### src/rtl/sokoban_pkg.sv
// Shared types, grid geometry and the neighbour helper for the Sokoban move engine.
package sokoban_pkg;

    localparam int GRID_W  = 8;
    localparam int GRID_H  = 8;
    localparam int NCELL   = GRID_W * GRID_H;
    localparam int STEP_W  = 6;
    localparam int STATE_W = 2 * NCELL + STEP_W;

    typedef enum logic [1:0] {
        CELL_FLOOR  = 2'b00,
        CELL_WALL   = 2'b01,
        CELL_BOX    = 2'b10,
        CELL_PLAYER = 2'b11
    } cell_e;

    typedef enum logic [1:0] {
        DIR_UP    = 2'b00,
        DIR_DOWN  = 2'b01,
        DIR_LEFT  = 2'b10,
        DIR_RIGHT = 2'b11
    } dir_e;

    localparam logic [1:0] SEL_NONE = 2'd0;
    localparam logic [1:0] SEL_MAN  = 2'd1;
    localparam logic [1:0] SEL_BOX  = 2'd2;

    typedef enum logic [1:0] {
        S_IDLE,
        S_SCAN,
        S_EVAL,
        S_DONE
    } state_e;

    typedef struct packed {
        logic       off_grid;
        logic [5:0] idx;
    } nbr_t;

    // Off-grid neighbours are flagged so the caller can treat them as wall.
    function automatic nbr_t neighbour(input logic [5:0] idx, input logic [1:0] dir);
        int   row;
        int   col;
        nbr_t n;
        row        = int'(idx) / GRID_W;
        col        = int'(idx) % GRID_W;
        n.off_grid = 1'b0;
        case (dir)
            DIR_UP:    if (row == 0)          n.off_grid = 1'b1; else row = row - 1;
            DIR_DOWN:  if (row == GRID_H - 1) n.off_grid = 1'b1; else row = row + 1;
            DIR_LEFT:  if (col == 0)          n.off_grid = 1'b1; else col = col - 1;
            default:   if (col == GRID_W - 1) n.off_grid = 1'b1; else col = col + 1;
        endcase
        n.idx = 6'(row * GRID_W + col);
        return n;
    endfunction

endpackage

### src/rtl/game_player_locate.sv
// Player scan: walks the snapshot one cell per cycle and reports the first player cell.
module game_player_locate
    import sokoban_pkg::*;
(
    input  logic         clk,
    input  logic         rst,
    input  logic         i_start,
    input  logic         i_en,
    input  logic [127:0] i_cells,
    output logic         o_found,
    output logic [5:0]   o_pos,
    output logic         o_not_found
);

    logic [5:0] r_idx;
    logic       w_is_player;

    // NOTE: sequential state uses non-blocking assignments so every flop samples pre-edge values.
    always_ff @(posedge clk) begin
        if (rst || i_start) begin
            r_idx <= '0;
        end else if (i_en) begin
            r_idx <= r_idx + 6'd1;
        end
    end

    assign w_is_player = (i_cells[{r_idx, 1'b0} +: 2] == CELL_PLAYER);
    assign o_found     = i_en && w_is_player;
    assign o_pos       = r_idx;
    assign o_not_found = i_en && !w_is_player && (r_idx == 6'(NCELL - 1));

endmodule

### src/rtl/game_move.sv
// Sokoban move engine: snapshot, scan for player, resolve man move / box push / blocked.
// Optional GAME_WIN_DETECT_EN adds goal_map and a sticky win flag on box pushes.
module game_move
    import sokoban_pkg::*;
(
    input  logic         clk,
    input  logic         rst,
    input  logic [133:0] game_state,
    input  logic         cmd_valid,
    input  logic [1:0]   cmd_dir,
`ifdef GAME_WIN_DETECT_EN
    input  logic [63:0]  goal_map,
`endif
    output logic         cmd_ready,
    output logic [133:0] game_state_mm,
    output logic [133:0] game_state_bm,
    output logic [1:0]   sel,
    output logic         game_state_en,
    output logic         move_blocked,
    output logic         win
);

    state_e         r_state;
    state_e         w_next;
    logic [133:0]   r_snap;
    logic [1:0]     r_dir;
    logic [5:0]     r_pos;
    logic           r_no_player;
    logic [133:0]   r_mm;
    logic [133:0]   r_bm;
    logic [1:0]     r_sel;
    logic           r_en;
    logic           r_blk;

    logic           w_accept;
    logic           w_found;
    logic           w_not_found;
    logic [5:0]     w_pos;
    nbr_t           w_n1;
    nbr_t           w_n2;
    logic [1:0]     w_c1;
    logic [1:0]     w_c2;
    logic           w_man_ok;
    logic           w_box_ok;
    logic [5:0]     w_step_next;
    logic [127:0]   w_cells_mm;
    logic [127:0]   w_cells_bm;

    assign cmd_ready = (r_state == S_IDLE);
    assign w_accept  = cmd_valid && cmd_ready;

    game_player_locate u_locate (
        .clk         (clk),
        .rst         (rst),
        .i_start     (w_accept),
        .i_en        (r_state == S_SCAN),
        .i_cells     (r_snap[127:0]),
        .o_found     (w_found),
        .o_pos       (w_pos),
        .o_not_found (w_not_found)
    );

    always_ff @(posedge clk) begin
        if (rst) r_state <= S_IDLE;
        else     r_state <= w_next;
    end

    // NOTE: next_state gets a default before the case so no path can infer a latch.
    always_comb begin
        w_next = r_state;
        case (r_state)
            S_IDLE:  if (w_accept) w_next = S_SCAN;
            S_SCAN:  if (w_found || w_not_found) w_next = S_EVAL;
            S_EVAL:  w_next = S_DONE;
            default: w_next = S_IDLE;
        endcase
    end

    // NOTE: snapshot/position registers are always loaded before use, so they carry no reset.
    always_ff @(posedge clk) begin
        if (w_accept) begin
            r_snap <= game_state;
            r_dir  <= cmd_dir;
        end
        if (r_state == S_SCAN && (w_found || w_not_found)) begin
            r_pos       <= w_pos;
            r_no_player <= w_not_found;
        end
    end

    assign w_n1        = neighbour(r_pos, r_dir);
    assign w_n2        = neighbour(w_n1.idx, r_dir);
    assign w_c1        = r_snap[{w_n1.idx, 1'b0} +: 2];
    assign w_c2        = r_snap[{w_n2.idx, 1'b0} +: 2];
    assign w_man_ok    = !r_no_player && !w_n1.off_grid && (w_c1 == CELL_FLOOR);
    assign w_box_ok    = !r_no_player && !w_n1.off_grid && (w_c1 == CELL_BOX)
                         && !w_n2.off_grid && (w_c2 == CELL_FLOOR);
    assign w_step_next = (r_snap[133:128] == 6'h3F) ? 6'h3F : r_snap[133:128] + 6'd1;

    always_comb begin
        w_cells_mm = r_snap[127:0];
        w_cells_mm[{r_pos, 1'b0} +: 2]    = CELL_FLOOR;
        w_cells_mm[{w_n1.idx, 1'b0} +: 2] = CELL_PLAYER;
        w_cells_bm = w_cells_mm;
        w_cells_bm[{w_n2.idx, 1'b0} +: 2] = CELL_BOX;
    end

`ifdef GAME_WIN_DETECT_EN
    logic [63:0] w_box_bits;
    logic        r_win;

    always_comb begin
        for (int i = 0; i < NCELL; i++) begin
            w_box_bits[i] = (w_cells_bm[2*i +: 2] == CELL_BOX);
        end
    end

    always_ff @(posedge clk) begin
        if (rst) begin
            r_win <= 1'b0;
        end else if (r_state == S_EVAL && w_box_ok) begin
            r_win <= r_win | (&(~goal_map | w_box_bits));
        end
    end

    assign win = r_win;
`else
    assign win = 1'b0;
`endif

    // Strobes are registered on the EVAL edge so they are high for exactly the DONE cycle.
    always_ff @(posedge clk) begin
        if (rst) begin
            r_mm  <= '0;
            r_bm  <= '0;
            r_sel <= SEL_NONE;
            r_en  <= 1'b0;
            r_blk <= 1'b0;
        end else begin
            r_en  <= 1'b0;
            r_blk <= 1'b0;
            if (r_state == S_EVAL) begin
                if (w_man_ok) begin
                    r_mm  <= {w_step_next, w_cells_mm};
                    r_sel <= SEL_MAN;
                    r_en  <= 1'b1;
                end else if (w_box_ok) begin
                    r_bm  <= {w_step_next, w_cells_bm};
                    r_sel <= SEL_BOX;
                    r_en  <= 1'b1;
                end else begin
                    r_sel <= SEL_NONE;
                    r_blk <= 1'b1;
                end
            end
        end
    end

    assign game_state_mm = r_mm;
    assign game_state_bm = r_bm;
    assign sel           = r_sel;
    assign game_state_en = r_en;
    assign move_blocked  = r_blk;

endmodule

### config.mk
export PLATFORM = sky130hd
export DESIGN_NAME = game_move
export DESIGN_NICKNAME = d
export VERILOG_FILES = /design/src/rtl/sokoban_pkg.sv /design/src/rtl/game_player_locate.sv /design/src/rtl/game_move.sv
export SDC_FILE = /design/constraint.sdc
export NUM_CORES = 1
export LEC_CHECK = 0
export CAP_MARGIN = 20
export CORE_MARGIN = 4
export CORE_UTILIZATION = 50
export DETAILED_ROUTE_END_ITERATION = 8
export PLACE_DENSITY = 0.8
export SLEW_MARGIN = 20
export SYNTH_ARGS = -nofsm -noshare
export SYNTH_HDL_FRONTEND = slang
export SYNTH_HIERARCHICAL = 1
export SYNTH_SLANG_ARGS = --single-unit
### constraint.sdc
create_clock -name clk -period 19.7 [get_ports clk]
set_input_delay 4.925 -clock clk [delete_from_list [all_inputs] [get_ports clk]]
set_output_delay 4.925 -clock clk [all_outputs]
set_load 0.01 [all_outputs]
* After elaboration in Yosys (flattened, before gate mapping) *
Cells that the tools add are included.

operators by class
  multiplexer cells = 34
  reduce and logical (&&, ||, !) cells = 30
  add/subtract/negate cells = 15
  bitwise gates (word level) = 2
  equal/unequal tests = 14
  shift operators = 9

operators by type and width
  cell                                                                           number
  128-bit bitwise mux                                                            3
  2-bit by 9-bit variable shift with 128-bit output, first input constant        3
  2-bit by 9-bit variable part select with 128-bit output, first input constant  3
  134-bit by 8-bit variable part select with 2-bit output                        2
  32-bit logical NOT                                                             4
  128-bit by 8-bit variable part select with 2-bit output                        1
  7-bit negation with 9-bit output                                               3
  6-bit one-hot mux with 2 select lines                                          2
  6-bit 2-to-1 mux                                                               3
  6-bit by 1-bit adder with 6-bit output, second input constant                  2
  6-bit adder                                                                    2
  3-bit by 1-bit == test with 1-bit output, second input constant                4
  6-bit == test, second input constant                                           2
  3-bit 2-to-1 mux                                                               4
  3-bit one-hot mux with 2 select lines                                          2
  1-bit 2-to-1 mux                                                               11
  1-bit logical AND                                                              10
  3-bit by 1-bit adder with 4-bit output, second input constant                  2
  2-bit == test, second input constant                                           4
  2-bit logical NOT                                                              4
  2-bit 2-to-1 mux                                                               4
  4-bit 2-to-1 mux                                                               2
  3-bit by 1-bit subtractor with 4-bit output, second input constant             2
  3-bit by 1-bit adder with 3-bit output, second input constant                  2
  13 further kinds                                                               23

storage, ports and cells
  register bits after elaboration = 423

* Longest topological paths before layout *
Gate-level depths: netlist (run 1).

  depth in word-level cells = 13
  gate-level depth with buffers = 31
  gate-level depth less buffers = 27

* Modules after synthesis *
Netlist (run 1), hierarchy kept.

modules (own cells, without submodules)
  module              times used  cells an instance  area an instance (µm²)
  game_move           1           2115               20226.9
  game_player_locate  1           139                1313.8

* Least setup slack after synthesis (run 1) *
No wires, ideal clock.

  path kind = input -> register
  start point = input cmd_valid
  end point = register u_locate.r_idx[0] (netlist: u_locate/o_pos[0])
  cell stages on the path = 4
  buffers on the path = 1
  arrival = 8.698 ns
  data required time = 19.579 ns
  setup slack = 10.882 ns
  setup time = 0.121 ns
  cells stage by stage = and2_1 -> or2_2 -> clkbuf_1 -> nor2_1

on the way
  longest elaborated chain between the ends = 2

ends and longest elaborated chain
  item                  line                      RTL
  from (decl)           game_move.sv:9            input logic cmd_valid,
  1-bit logical AND     game_move.sv:50           assign w_accept = cmd_valid && cmd_ready;
  1-bit logical OR      game_player_locate.sv:20  if (rst || i_start) begin
  to (signal assigned)  game_player_locate.sv:23  r_idx <= r_idx + 6'd1;
  to (decl)             game_player_locate.sv:15  logic [5:0] r_idx;

No other way between the ends.
A chain may end at the register's enable or synchronous reset.

* Worst setup path after layout (run 1) *
  start point = register r_pos[1]
  end point = register r_bm[125] (netlist: game_state_bm[125])

on the way
  longest elaborated chain between the ends = 12
  elaborated cells between the ends (all ways) = 57
  classes of those cells = add/sub: 11; eq/ne: 4; shift: 8; mux: 20; bitwise: 1; reduce/logical: 13

ends and longest elaborated chain
  item                                                                                                   line                                  RTL
  from (decl)                                                                                            game_move.sv:27                       logic [5:0] r_pos;
  from (signal assigned)                                                                                 game_move.sv:86                       r_pos <= w_pos;
  3-bit by 1-bit adder with 4-bit output, or another cell as far along                                   sokoban_pkg.sv:52                     default: if (col == GRID_W - 1) n.off_grid = 1'b1; else col = col + 1;
  4-bit 2-to-1 mux / 6-bit 2-to-1 mux (equally long branches)                                            sokoban_pkg.sv:52, sokoban_pkg.sv:51
  6-bit one-hot mux with 2 select lines                                                                  sokoban_pkg.sv:48                     case (dir)
  6-bit adder                                                                                            sokoban_pkg.sv:54                     n.idx = 6'(row * GRID_W + col);
  3-bit by 1-bit adder with 4-bit output, or another cell as far along                                   sokoban_pkg.sv:52
  4-bit 2-to-1 mux, or another cell as far along                                                         sokoban_pkg.sv:52
  6-bit one-hot mux with 2 select lines / 3-bit one-hot mux with 2 select lines (equally long branches)  sokoban_pkg.sv:48
  6-bit adder                                                                                            sokoban_pkg.sv:54
  134-bit by 8-bit variable part select with 2-bit output                                                game_move.sv:94                       assign w_c2 = r_snap[{w_n2.idx, 1'b0} +: 2];
  2-bit logical NOT                                                                                      game_move.sv:97                       && !w_n2.off_grid && (w_c2 == CELL_FLOOR);
  1-bit logical AND                                                                                      game_move.sv:97
  3-bit AND reduction (no line)                                                                          -
  to (signal assigned)                                                                                   game_move.sv:148                      r_bm <= {w_step_next, w_cells_bm};
  to (decl)                                                                                              game_move.sv:30                       logic [133:0] r_bm;

Parallel ways exist; a longest one is shown, timed or not.

==> metrics.cfg, run 1 <==
[sta]
hold_viol=0
setup_viol=0
fmaxAchievable_mhz=117.1
worst_pin_slew_ps=1195
fin_tns_setup_ps=0
period_needed_ps=8537
slew_headroom_pct=20.26
skew_ps=19.55
timing.hold.ws_ps=479.5
fin_crit_sh_pct=43.33
rsz0062_at_grt=false
slew_violations=0

[detailed_routing]
firstDrtPassIters=8
maxUsedRoutingLayer=met5
num_vias=21776
dr_wl_met2_um=42510
wl_met1_um=37130
drt_iter0_markers=3882
wl_met3_um=12780
wl_um=98320
ant_nets=0
drc_errors=0
wl_per_cell_um=31.52
detail_route.vias_per_cell=6.982

[worst_setup_path]
cp_top_family=simple AND/OR/NAND/NOR gates
critPathMaxFanout=69
crit_top_cell=ha_1
path_buf_inv=5
worstSetupPathType=reg -> reg
cp_slowest_cell=buf_4
cp-end-kind=flip-flop
cp_data_required_time_ps=20160
cp-start-kind=flip-flop
arrival_ps=9000
cp_slowest_stage_delay_ps=670

[cells_and_area]
drive_gt1_share_pct=7.137
final_util_pct=64.33
nNetsFinal=2709
syn_to_final_growth_pct=26.12
stdcell_count=3119
final_area_mm2=0.02717

[global_route]
antenna_found_initial=5
grtUsageTotal_pct=40.35
grt_max_degree=231
grt_pass1_vias=20363
grt_pass1_wl_um=140300
grt_overflow=0

[logic_synthesis]
async_reset_ff_share_pct=0
syn_inst=2254
synth_area_per_cell_um2=9.557
synth-seq-cells=423
synth_edf_count=143
synthFlopType=dfxtp_1
synth.cell_area_mm2=0.02154
ys_seq_area_share_pct=45.96
ys_types=88
yosysWarnings=6
syn_nets=2420

[floorplan]
initial_core_util_pct=51.01
dieArea_mm2=0.04647
die_w_um=215.6
rows=75
ios=413
core_mm2=0.04223
dieHeight_um=215.6

[placed_design]
place_area_mm2=0.02573
dp.cells=3037
gp_congestion=1.133
place_hpwl_um=71840
io_buffers=411

[clock_tree]
root_buffer=clkbuf_16
numCtsBuffers=43
clock-sinks=423
cts_tree=built
cts_max_level=2
clk_latency_ps=590
clkTransAtPathRegs_ps=60
cts_resized=0
postCtsSetupBuffers=0
clock_path_buffers=3
cts_hold_buf=0

[status]
status=finished, final reports clean

[run]
drv_cap=0

[power_and_ir_drop]
powerDensity_mw_per_mm2=126.9
peakVddDrop_mv=0.1291
p_leak_uw=0.009039

[worst_hold_path]
hold_class=reg -> reg

metrics by stage:
| stage | setup slack, ps | power (uW) |
|---|---|---|
| floorplan | 10880 | 1963 |
| global placement | 11590 | 2541 |
| detailed placement | 11420 | 2555 |
| CTS | 11360 | 3373 |
| global route | 10570 | 3524 |
| finish | 11160 | 3449 |
per-layer routing:
layer  track usage, %  vias to the layer above
met5                0                        -
met4            19.30                        4
met3            12.62                      367
met2            61.19                     1868
met1            52.73                    10380
li1                 -                     9157
cells by family after synthesis:
| family | Yosys count | share of synthesized area (%) |
|---|---|---|
| and+or+nand+nor | 759 | 17.05 |
| other | 1 | 0.01741 |
| adders and majority gates | 27 | 1.638 |
| muxes | 117 | 7.888 |
| buffers and inverters | 244 | 5.222 |
| xor gates and xnor gates | 16 | 0.6505 |
| DFF | 423 | 45.96 |
| AOI/OAI and AO/OA | 667 | 21.57 |
flip-flops by register name (all words and copies together) (netlist names):
name and count:
game_state_bm 134, game_state_mm 134, r_snap 134, r_pos 6
u_locate/o_pos 6, r_dir 2, r_state 2, sel 2
game_state_en 1, move_blocked 1, r_no_player 1
path summary, 6_finish.rpt:
check / depth (start not counted) / slack, ps / start / end
hold / removal: 2 / 480 / game_state_bm[58] / game_state_bm[58]
setup / recovery: 28 / 11160 / r_pos[1] / game_state_bm[125]
hold reg to reg: 2 / 480 / game_state_bm[58] / game_state_bm[58]
setup reg to reg: 28 / 11160 / r_pos[1] / game_state_bm[125]
synthesized netlist by cell type, types with 25 or more instances:
cell type	instances	area [um^2]
nand2b_1	65	406.6
a22o_1	33	289.0
nand4_1	33	206.5
clkbuf_1	117	439.2
a31oi_1	51	319.1
mux2i_1	76	760.7
dfxtp_1	280	5605
a311oi_1	73	639.4
a22oi_1	91	683.2
a21oi_1	111	555.5
o21ai_0	93	465.5
ha_1	25	312.8
nor3_1	74	370.4
edfxtp_1	143	4294
nand3_1	104	520.5
inv_1	26	97.59
nand2_1	156	585.6
nor2_1	233	874.6
a211oi_1	138	1036
buf_2	48	240.2
worst min-delay path, stage by stage, from the launching register on:
cell,delay (ps)
dfxtp_1,310
nand2b_1,60
o21ai_0,60
report_power, final:
group	total, uW	internal (uW)	switching (uW)	leakage (uW)
Sequential	1230	1040	186	0.00362
Clock	825	468	357	0.000696
Combinational	1400	409	990	0.00473
Total	3450	1920	1530	0.00904
cells in the final DEF (no fill, tap or decap), drive strengths merged, types with 10 or more instances in the layout:
cell type / count
and3: 10
ha: 25
edfxtp: 143
nand2b: 65
a22o: 33
nor4: 13
nor3: 78
xnor2: 12
a21oi: 111
nand2: 156
clkinv: 14
mux4: 37
buf: 47
a211oi: 140
a311oi: 73
dfxtp: 280
a22oi: 91
nor2: 236
clkbuf: 61
clkdlybuf4s50: 410
inv: 32
o21ai: 95
nor2b: 16
nand3: 104
nand4: 33
mux2i: 76
o211ai: 13
a31oi: 51
final cells by class:
| class | count | area [um^2] |
|---|---|---|
| well taps | 539 | 674.4 |
| clock inverters | 19 | 190.2 |
| fillers | 3299 | 15060 |
| flip-flops and latches | 423 | 9899 |
| clock buffers | 61 | 1235 |
| repair buffers | 457 | 4477 |
| inverters | 31 | 116.4 |
| multi-input cells | 1587 | 10570 |
| diodes | 2 | 5.005 |
Power figures use the tool's default switching activity.
==> run 2, diff against run 1 <==
--- a/config.mk
+++ b/config.mk
@@ -7,9 +7,9 @@
 export LEC_CHECK = 0
 export CAP_MARGIN = 20
 export CORE_MARGIN = 4
-export CORE_UTILIZATION = 50
+export CORE_UTILIZATION = 48
 export DETAILED_ROUTE_END_ITERATION = 8
-export PLACE_DENSITY = 0.8
+export PLACE_DENSITY = 0.81
 export SLEW_MARGIN = 20
 export SYNTH_ARGS = -nofsm -noshare
 export SYNTH_HDL_FRONTEND = slang
==> constraint.sdc (replaced) <==
create_clock -name clk -period 7.1 [get_ports clk]
set_input_delay 1.775 -clock clk [delete_from_list [all_inputs] [get_ports clk]]
set_output_delay 1.775 -clock clk [all_outputs]
set_load 0.01 [all_outputs]
==> metrics.cfg, run 2 (synthesized netlist as in run 1, its figures left out) <==
[worst_setup_path]
critPathMaxFanout=23  ; -67%
cp-start-kind=flip-flop
reg2reg_from=r_pos[0]
startpoint=r_pos[0]
cp_slowest_cell=or3b_2
arrival_ps=7170  ; -1830 ps
cp_slowest_stage_delay_ps=460  ; -210 ps
cp-end-kind=flip-flop
cp_data_required_time_ps=7560  ; -12600 ps
worstSetupPathType=reg -> reg
crit_top_cell=ha_1

[run]
drv_cap=0  ; unchanged

[cells_and_area]
layout_common_cells=clkdlybuf4s50_1 (410), dfxtp_1 (280), nor2_1 (233)
final_common_cell=clkdlybuf4s50_1
nNetsFinal=2795  ; +3.2%
drive_gt1_share_pct=9.812  ; +2.7 points
fill_cells=3519  ; +6.7%
syn_to_final_growth_pct=30.66

[clock_tree]
cts_max_level=2  ; unchanged
numCtsBuffers=42  ; -2.3%
postCtsSetupBuffers=0  ; unchanged
cts_tree=built
root_buffer=clkbuf_16
clkTransAtPathRegs_ps=70  ; about the same
cts_resized=0  ; unchanged
clock-sinks=423  ; unchanged
cts_hold_buf=0  ; unchanged
clk_latency_ps=580  ; about the same
clock_path_buffers=3  ; unchanged

[detailed_routing]
drc_errors=0  ; unchanged
num_vias=21815  ; +0.18%
wl_um=97780  ; -0.55%
ant_nets=0  ; unchanged
drt_iter0_markers=3738  ; -3.7%
wl_per_cell_um=30.03  ; -4.7%
detail_route.vias_per_cell=6.700  ; -4.0%
firstDrtPassIters=7  ; -1

[sta]
worst_pin_slew_ps=1140  ; -54.79 ps
slew_violations=0  ; unchanged
period_needed_ps=6703  ; -1834 ps
setup_viol=0  ; unchanged
fin_tns_setup_ps=0  ; unchanged
fmaxAchievable_mhz=149.2  ; +27%
fin_crit_sh_pct=94.41  ; +51 points
rsz0062_at_grt=false
hold_viol=0  ; unchanged
skew_ps=31.95  ; +12.39 ps
slew_headroom_pct=23.72  ; +3.5 points

[worst_hold_path]
hold_class=reg -> reg
worstHoldStart=sel[1]

[global_route]
grt_pass1_vias=20407  ; +0.22%
grt_pass1_wl_um=138700  ; -1.2%
grt_max_degree=202  ; -13%
grtUsageTotal_pct=38.90  ; -1.5 points
grt_overflow=0  ; unchanged
antenna_found_initial=3  ; -2

[placed_design]
place_hpwl_um=74380  ; +3.5%
gp_congestion=1.037  ; -8.4%
io_buffers=411  ; unchanged

[power_and_ir_drop]
peakVddDrop_mv=0.2959  ; +130%
powerDensity_mw_per_mm2=358.0  ; +180%
power_uw=10080  ; +190%
p_leak_uw=0.009549  ; +5.7%

[floorplan]
initial_core_util_pct=48.61  ; -2.4 points
dieHeight_um=219.8  ; +2.0%
ios=413  ; unchanged
dieArea_mm2=0.04833  ; +4.0%
die_w_um=219.8  ; +2.0%
core_mm2=0.04432  ; +4.9%
rows=77  ; +2.7%

[status]
status=finished, final reports clean

run 2: stage by stage:
| stage | utilization [%] | hold WS [ps] | setup slack [ps] | instance area (um^2) | cells |
|---|---|---|---|---|---|
| floorplan | - | 435.0 | 519.3 | 21540 | 2254 |
| global placement | 60.07 | 449.8 | 575.6 | 26620 | 3176 |
| detailed placement | 60.07 | 466.8 | 388.4 | 26620 | 3176 |
| CTS | 63.37 | 475.0 | 376.3 | 28090 | 3251 |
| global route | 63.49 | 494.4 | 72.28 | 28140 | 3252 |
| finish | 63.51 | 474.0 | 396.9 | 28150 | 3256 |
run 2: critical path, delay by kind of cell, from the launching register on:
family	cells	cell delay (ps)
AND/OR/NAND/NOR	10	2650
adder cells (fa/ha/maj)	6	1650
AO/OA/AOI/OAI	7	1240
buffers and inverters	6	660
flip-flops	1	360
run 2: path summary, 6_finish.rpt:
kind,to,cells past startpoint,slack (ps)
max reg2reg,game_state_bm[23],29,400
min,sel[1],2,470
max,game_state_bm[23],29,400
min reg2reg,sel[1],2,470
run 2: routing by layer:
| layer | vias to the layer above | wire length (um) | global-route usage (%) |
|---|---|---|---|
| met5 | - | 26 | 0 |
| met2 | 1678 | 42510 | 58.78 |
| met3 | 321 | 11540 | 9.377 |
| li1 | 9324 | - | - |
| met4 | 4 | 5591 | 18.86 |
| met1 | 10488 | 38110 | 52.55 |
run 2: cell type report:
class / count / area [um^2] / area share, %
multi-input combinational: 1587 / 10570 / 37.54
sequential: 423 / 9899 / 35.17
timing repair buffer: 544 / 5350 / 19.01
clock buffer: 57 / 1157 / 4.112
tap: 592 / 740.7 / 2.632
clock inverter: 18 / 305.3 / 1.085
inverter: 31 / 116.4 / 0.4134
antenna: 4 / 10.01 / 0.03556
run 2: power breakdown:
part	switching, uW	total [uW]	internal, uW	leakage (uW)
combinational	2820	4330	1510	0.00523
sequential	493	3370	2880	0.00362
clock	968	2370	1410	0.000706
